## config.mk

```make
export PLATFORM = sky130hd
export DESIGN_NAME = pipe_addr_tree
export DESIGN_NICKNAME = d
export VERILOG_FILES = /design/src/rtl/pipe_addr_tree.sv
export SDC_FILE = /design/constraint.sdc
export NUM_CORES = 1
export LEC_CHECK = 0
export CORE_UTILIZATION = 40
export DETAILED_ROUTE_END_ITERATION = 16
export PLACE_DENSITY = 0.7
export SYNTH_ARGS = -nofsm -noshare
export SYNTH_HDL_FRONTEND = slang
export SYNTH_SLANG_ARGS = --single-unit
```

## constraint.sdc

```tcl
create_clock -name CLK -period 8.16 [get_ports CLK]
set_input_delay 0.816 -clock CLK [delete_from_list [all_inputs] [get_ports CLK]]
set_output_delay 0.816 -clock CLK [all_outputs]
set_load 0.01 [all_outputs]
```

## src/rtl/pipe_addr_tree.sv

```systemverilog
// Pipelined binary adder tree with an accumulating, optionally saturating output stage.
// Build option: define ADDR_TREE_SAT_EN for saturating accumulation and a sticky ovf flag.
module pipe_addr_tree #(
  parameter int unsigned N_IN        = 8,
  parameter int unsigned PREC        = 7,
  parameter int unsigned PIPE_STRIDE = 2,
  parameter int unsigned ACC_W       = PREC + $clog2(N_IN) + 4
) (
  input  logic                    CLK,
  input  logic                    RESET_N,
  input  logic                    in_valid,
  input  logic [N_IN*PREC-1:0]    in,
  input  logic                    hold,
  input  logic                    acc_en,
  input  logic                    acc_clr,
  output logic                    out_valid,
  output logic signed [ACC_W-1:0] out,
  output logic                    ovf
);

  localparam int unsigned LVLS = $clog2(N_IN);
  localparam int unsigned NREG = (LVLS + PIPE_STRIDE - 1) / PIPE_STRIDE;
  localparam int unsigned RW   = PREC + LVLS;

  // Sideband pipe: bit 0 is the input rank, bit NREG is the rank at the tree root.
  logic [NREG:0] vld_q;
  logic [NREG:0] ae_q;
  logic [NREG:0] ac_q;

  always_ff @(posedge CLK or negedge RESET_N) begin
    if (!RESET_N) begin
      vld_q <= '0;
      ae_q  <= '0;
      ac_q  <= '0;
    end else if (!hold) begin
      vld_q <= {vld_q[NREG-1:0], in_valid};
      ae_q  <= {ae_q[NREG-1:0], in_valid & acc_en};
      ac_q  <= {ac_q[NREG-1:0], in_valid & acc_clr};
    end
  end

  // Level k holds N_IN>>k partial sums of PREC+k bits each; level 0 is the input rank.
  for (genvar k = 0; k <= LVLS; k++) begin : g_lvl
    localparam int unsigned W  = PREC + k;
    localparam int unsigned NN = N_IN >> k;

    logic [NN*W-1:0] node;

    if (k == 0) begin : g_in
      always_ff @(posedge CLK or negedge RESET_N) begin
        if (!RESET_N) begin
          node <= '0;
        end else if (!hold && in_valid) begin
          node <= in;
        end
      end
    end else begin : g_add
      localparam int unsigned PW = W - 1;
      localparam int unsigned R  = (k + PIPE_STRIDE - 1) / PIPE_STRIDE;

      logic [NN*W-1:0] sum_c;

      always_comb begin
        sum_c = '0;
        for (int unsigned j = 0; j < NN; j++) begin
          sum_c[j*W +: W] = W'($signed(g_lvl[k-1].node[(2*j)*PW +: PW]))
                          + W'($signed(g_lvl[k-1].node[(2*j+1)*PW +: PW]));
        end
      end

      // A rank sits after every PIPE_STRIDE levels and always at the root.
      if ((k % PIPE_STRIDE == 0) || (k == LVLS)) begin : g_reg
        always_ff @(posedge CLK or negedge RESET_N) begin
          if (!RESET_N) begin
            node <= '0;
          end else if (!hold && vld_q[R-1]) begin
            node <= sum_c;
          end
        end
      end else begin : g_comb
        assign node = sum_c;
      end
    end
  end

  logic signed [RW-1:0]    root_c;
  logic signed [ACC_W-1:0] root_ext_c;
  logic signed [ACC_W-1:0] acc_c;
  logic                    acc_ovf_c;

  assign root_c     = $signed(g_lvl[LVLS].node);
  assign root_ext_c = ACC_W'(root_c);

`ifdef ADDR_TREE_SAT_EN
  localparam int unsigned SW = ACC_W + 1;
  localparam logic signed [ACC_W-1:0] MAX_V = {1'b0, {(ACC_W-1){1'b1}}};
  localparam logic signed [ACC_W-1:0] MIN_V = {1'b1, {(ACC_W-1){1'b0}}};

  logic signed [SW-1:0] acc_sum_c;

  // One guard bit: overflow when the two top bits disagree; clamp toward the sign of the guard.
  assign acc_sum_c = SW'(out) + SW'(root_ext_c);
  assign acc_ovf_c = acc_sum_c[ACC_W] ^ acc_sum_c[ACC_W-1];

  always_comb begin
    acc_c = acc_sum_c[ACC_W-1:0];
    if (acc_ovf_c) begin
      acc_c = acc_sum_c[ACC_W] ? MIN_V : MAX_V;
    end
  end
`else
  assign acc_c     = out + root_ext_c;
  assign acc_ovf_c = 1'b0;
`endif

  // Output stage: load or accumulate the root beat, track sticky overflow.
  always_ff @(posedge CLK or negedge RESET_N) begin
    if (!RESET_N) begin
      out       <= '0;
      out_valid <= 1'b0;
      ovf       <= 1'b0;
    end else if (!hold) begin
      out_valid <= vld_q[NREG];
      if (vld_q[NREG]) begin
        if (!ae_q[NREG] || ac_q[NREG]) begin
          out <= root_ext_c;
        end else begin
          out <= acc_c;
        end
        if (ac_q[NREG]) begin
          ovf <= 1'b0;
        end else if (ae_q[NREG] && acc_ovf_c) begin
          ovf <= 1'b1;
        end
      end
    end
  end

endmodule

```

* Yosys cells after proc, flatten, opt, wreduce, memory -nomap -nowiden *
Index checks and enable logic that the tools add are counted.

cells by class
  bitwise logic cells = 3
  reduce and logical (&&, ||, !) cells = 7
  mux-type cells = 1
  add/subtract/negate cells = 8

operators with widths
  kind               count
  $add 7x7->8        4
  $add 8x8->9        2
  $add 14x10->14     1
  $mux 14            1
  $add 9x9->10       1
  $logic_and 1x1->1  3
  $and 1x1->1        2
  $logic_not 1->1    2
  $reduce_and 2->1   1
  $logic_or 1x1->1   1
  $not 1->1          1

word-level totals
  input port bits = 62
  output and inout port bits = 16
  flip-flop bits (word level) = 108
  word-level logic and storage cells = 27

* Logic depth before layout (Yosys ltp) *
  depth in word-level cells = 3
  depth in mapped cells = 14
  mapped depth without buffers = 14

* Worst setup path after synthesis *
No wires, ideal clock.

  path kind = flip-flop to flip-flop
  from = reg g_lvl[0].node[9]
  to = reg g_lvl[2].node[8]
  library setup time = 134 ps
  buffers on the path = 0
  stages on the path, launching flop included = 12
  path slack = 5293 ps
  required time = 8026 ps
  period minus slack after synthesis = 2867 ps
  arrival time = 2733 ps
  cell sequence = dfrtp_1 -> inv_1 -> fa_1 -> fa_1 -> inv_1 -> ha_1 -> a21o_1 -> a21oi_1 -> o21ai_0 -> o41ai_1 -> xnor2_1 -> o21ai_0

on the way
  longest elaborated chain between the ends = 2

ends and longest elaborated chain
  item                    line  source
  start, declared         47    logic [NN*W-1:0] node;
  start signal, assigned  54    node <= in;
  $add 7x7->8             67    + W'($signed(g_lvl[k-1].node[(2*j+1)*PW +: PW]));
  $add 8x8->9             67
  end signal, assigned    77    node <= sum_c;
  end, declared           47

No other way between the ends.
A chain may end at the register's enable or synchronous reset.

* Final worst setup path *
  from = reg g_lvl[0].node[2]
  to = reg g_lvl[2].node[8]

Same word-level chain as after synthesis.

==> results.cfg <==
[place]
hpwl_mm = 8.61
dp_slack_ps = 4990
dp.cells = 846
port_buffers = 76
place_congestion = 0.893

[worst_setup_path]
crit_chain = inv_1 > fa_1 > fa_1 > inv_1 > ha_1 > a21o_1 > a21oi_1 > o21ai_0 > o41ai_1 > xnor2_1 > o21ai_0
cp_slowest_cell = fa_1
cp_max_fo = 2
r2r_slack_ps = 5060
crit_family = adder cells
critPathMaxStageDelay_ps = 570
crit_type = flop to flop
crit_required_ps = 8350
critPathArrivalTime_ps = 3300
crit_buf_inv = 2
rr_endpoint = g_lvl[2].node[8]$_DFFE_PN0P_
crit_path_start_kind = flop
crit_start = g_lvl[0].node[2]$_DFFE_PN0P_
r2r_start = g_lvl[0].node[2]$_DFFE_PN0P_
reg2reg_depth = 11
path_depth = 11
cp-end-kind = flop

[yosys]
synth_cell_type_count = 49
ys_ff_latch = 108
syn_area_um2 = 6220
yosysWarnings = 0
yosysSeqAreaShare = 0.435
syn_nets = 735
postSynthCellCount = 603
avgSynthCellArea_um2 = 10.3

[drt]
firstDrtPassIters = 4
avgViaCountPerCell = 4.96
wl_per_cell_um = 13.2
ant_nets = 0
wirelength_mm = 11.4
drc = 0
vias = 4272
drtIter0Drc = 217

[cts]
ctsResizeCount = 0
htreeDepth = 3
cts.sinks = 108
numCtsBuffers = 9
cts_tree = yes
clk_latency_ps = 350
path_clk_slew_ps = 70
clock_path_buffers = 2
root_buffer = clkbuf_16
post_cts_buffers = 0
holdBufCountCts = 0

[final_layout]
fin_cells = 861
final_cell_mix = dfrtp_1 (108), nand2_1 (84), clkdlybuf4s50_1 (75)
area_growth_pct = 19.3
fillers = 1381
antenna_cells = 0
final_common_cell = dfrtp_1
layout.nets = 801
drive_gt1_frac = 0.0862

[die]
die_area_um2 = 16000
std_cell_rows = 45
core_area_um2 = 15200
ioPinCount = 78
start_util = 0.409
die_w_um = 127
die_h_um = 127

[power_and_ir_drop]
internal-power_mw = 1.52
p_leak_nw = 3.50
seq_power_share = 0.320
p_sw_mw = 0.951
p_sw_frac = 0.385
clkPwrFrac = 0.166
peakVddDrop_mv = 0.129
comb_power_share = 0.514
powerDensity_nw_per_um2 = 333

[timing]
max_slew.worst_pin.slew_ps = 1030
fin_worst_skew_ps = 5.89
finalCritPeriodShare = 0.380
rsz0062_at_grt = false
slew_viol_final = 0
finalSetupTns_ps = 0
fmax_ghz = 0.322
hold_violations = 0
maxSlewHeadroom = 0.310
finalSetupViolCount = 0
setup_slack_ps = 5060
min_period_ps = 3100

[run_status]
outcome = finished clean

[hold_path]
hold_path.class = input pin to async pin

[global_route]
grt_use_total = 0.156
grt_pass1_wl_mm = 19.9
grt_pass1_vias = 4379
grt_max_degree = 95
antenna_found_initial = 0
grt_overflow = 0

[flow_run]
drv_cap = 0
-- Yosys cell counts, drive strengths merged --
master | number | area, µm²
xnor2 | 13 | 114
a21boi | 1 | 7.51
nor2b | 4 | 25.0
or3 | 3 | 20.0
or2 | 1 | 6.26
dfrtp | 108 | 2700
a2111oi | 1 | 8.76
or3b | 1 | 8.76
o311ai | 1 | 8.76
nor2 | 15 | 56.3
clkbuf | 21 | 78.8
conb | 1 | 3.75
fa | 32 | 641
inv | 67 | 251
a31oi | 4 | 25.0
o21bai | 3 | 22.5
o31ai | 1 | 7.51
mux2 | 30 | 338
mux2i | 6 | 60.1
nand2b | 7 | 43.8
nor3b | 2 | 15.0
a31o | 1 | 8.76
nor4 | 1 | 6.26
o22ai | 1 | 6.26
a21oi | 24 | 131
o21ai | 72 | 364
nand3 | 3 | 15.0
o41ai | 3 | 26.3
nand4 | 2 | 12.5
a211o | 3 | 26.3
xor2 | 15 | 131
ha | 38 | 475
nand2 | 84 | 315
buf | 2 | 11.3
a221o | 1 | 10.0
o21a | 5 | 37.5
and3 | 2 | 13.8
nor3 | 4 | 20.0
a21o | 16 | 121
a22o | 2 | 17.5
o221ai | 1 | 15.0
nor4b | 1 | 8.76
-- stage by stage --
step | power (mW) | hold WS (ps) | utilization | area, µm²
after floorplan | 1.74 | 451 | - | 6220
after CTS | 2.51 | 383 | 0.488 | 7420
final | 2.47 | 379 | 0.488 | 7420
after global placement | 2.03 | 468 | 0.470 | 7140
after global routing | 2.72 | 403 | 0.488 | 7420
after detailed placement | 2.08 | 476 | 0.470 | 7140
-- power groups by stage --
stage / Combinational (mW) / Sequential, mW / Clock [mW]
6_report: 1.27 / 0.792 / 0.410
4_1_cts: 1.28 / 0.795 / 0.427
3_5_place_dp: 1.27 / 0.806 / 0
2_1_floorplan: 0.962 / 0.782 / 0
5_1_grt: 1.46 / 0.815 / 0.444
3_3_place_gp: 1.23 / 0.797 / 0
-- flip-flops by register name, indices dropped and copies added, names as in the netlist --
name	cells
g_lvl.node	84
ac_q	3
ae_q	3
out_valid	1
vld_q	3
out	14
-- how the worst max path moves through the flow --
stage                                        end
floorplan           g_lvl[2].node[8]$_DFFE_PN0P_
global route        g_lvl[2].node[8]$_DFFE_PN0P_
detailed placement           out[13]$_DFFE_PN0P_
CTS                 g_lvl[2].node[8]$_DFFE_PN0P_
finish              g_lvl[2].node[8]$_DFFE_PN0P_
global placement             out[13]$_DFFE_PN0P_
-- per-layer routing --
layer | routed length [µm] | GRT usage | share of wire | vias up
li1 | - | - | - | 2144
met1 | 5350 | 0.204 | 0.47 | 2042
met2 | 5470 | 0.255 | 0.48 | 75
met3 | 343 | 0.0261 | 0.030 | 11
met4 | 224 | 0.0728 | 0.020 | 0
met5 | 0 | 0 | 0 | -
-- kinds of logic after synthesis --
kind of cell | after synthesis | synth area share
buffers and inverters | 90 | 0.0549
xor gates and xnor gates | 28 | 0.0394
adders and majority gates | 70 | 0.179
DFF | 108 | 0.435
AOI/OAI and AO/OA | 140 | 0.136
other | 1 | 0.000603
and+or+nand+nor | 130 | 0.0911
muxes | 36 | 0.0640
-- cell type report --
cell class	instances	area, µm²	share of cell area
well taps	188	235	0.0317
inverters	67	251	0.0339
flip-flops and latches	108	2700	0.364
clock inverters	4	23.8	0.00320
clock buffers	11	253	0.0341
multi-input cells	405	3180	0.429
repair buffers	78	773	0.104
-- worst register-to-register path, stage by stage, from the launching register on --
cell,delay (ps)
dfrtp_1,340
inv_1,70
fa_1,510
fa_1,570
inv_1,60
ha_1,280
a21o_1,180
a21oi_1,200
o21ai_0,160
o41ai_1,350
xnor2_1,160
o21ai_0,80
(Power assumes the default switching activity.)
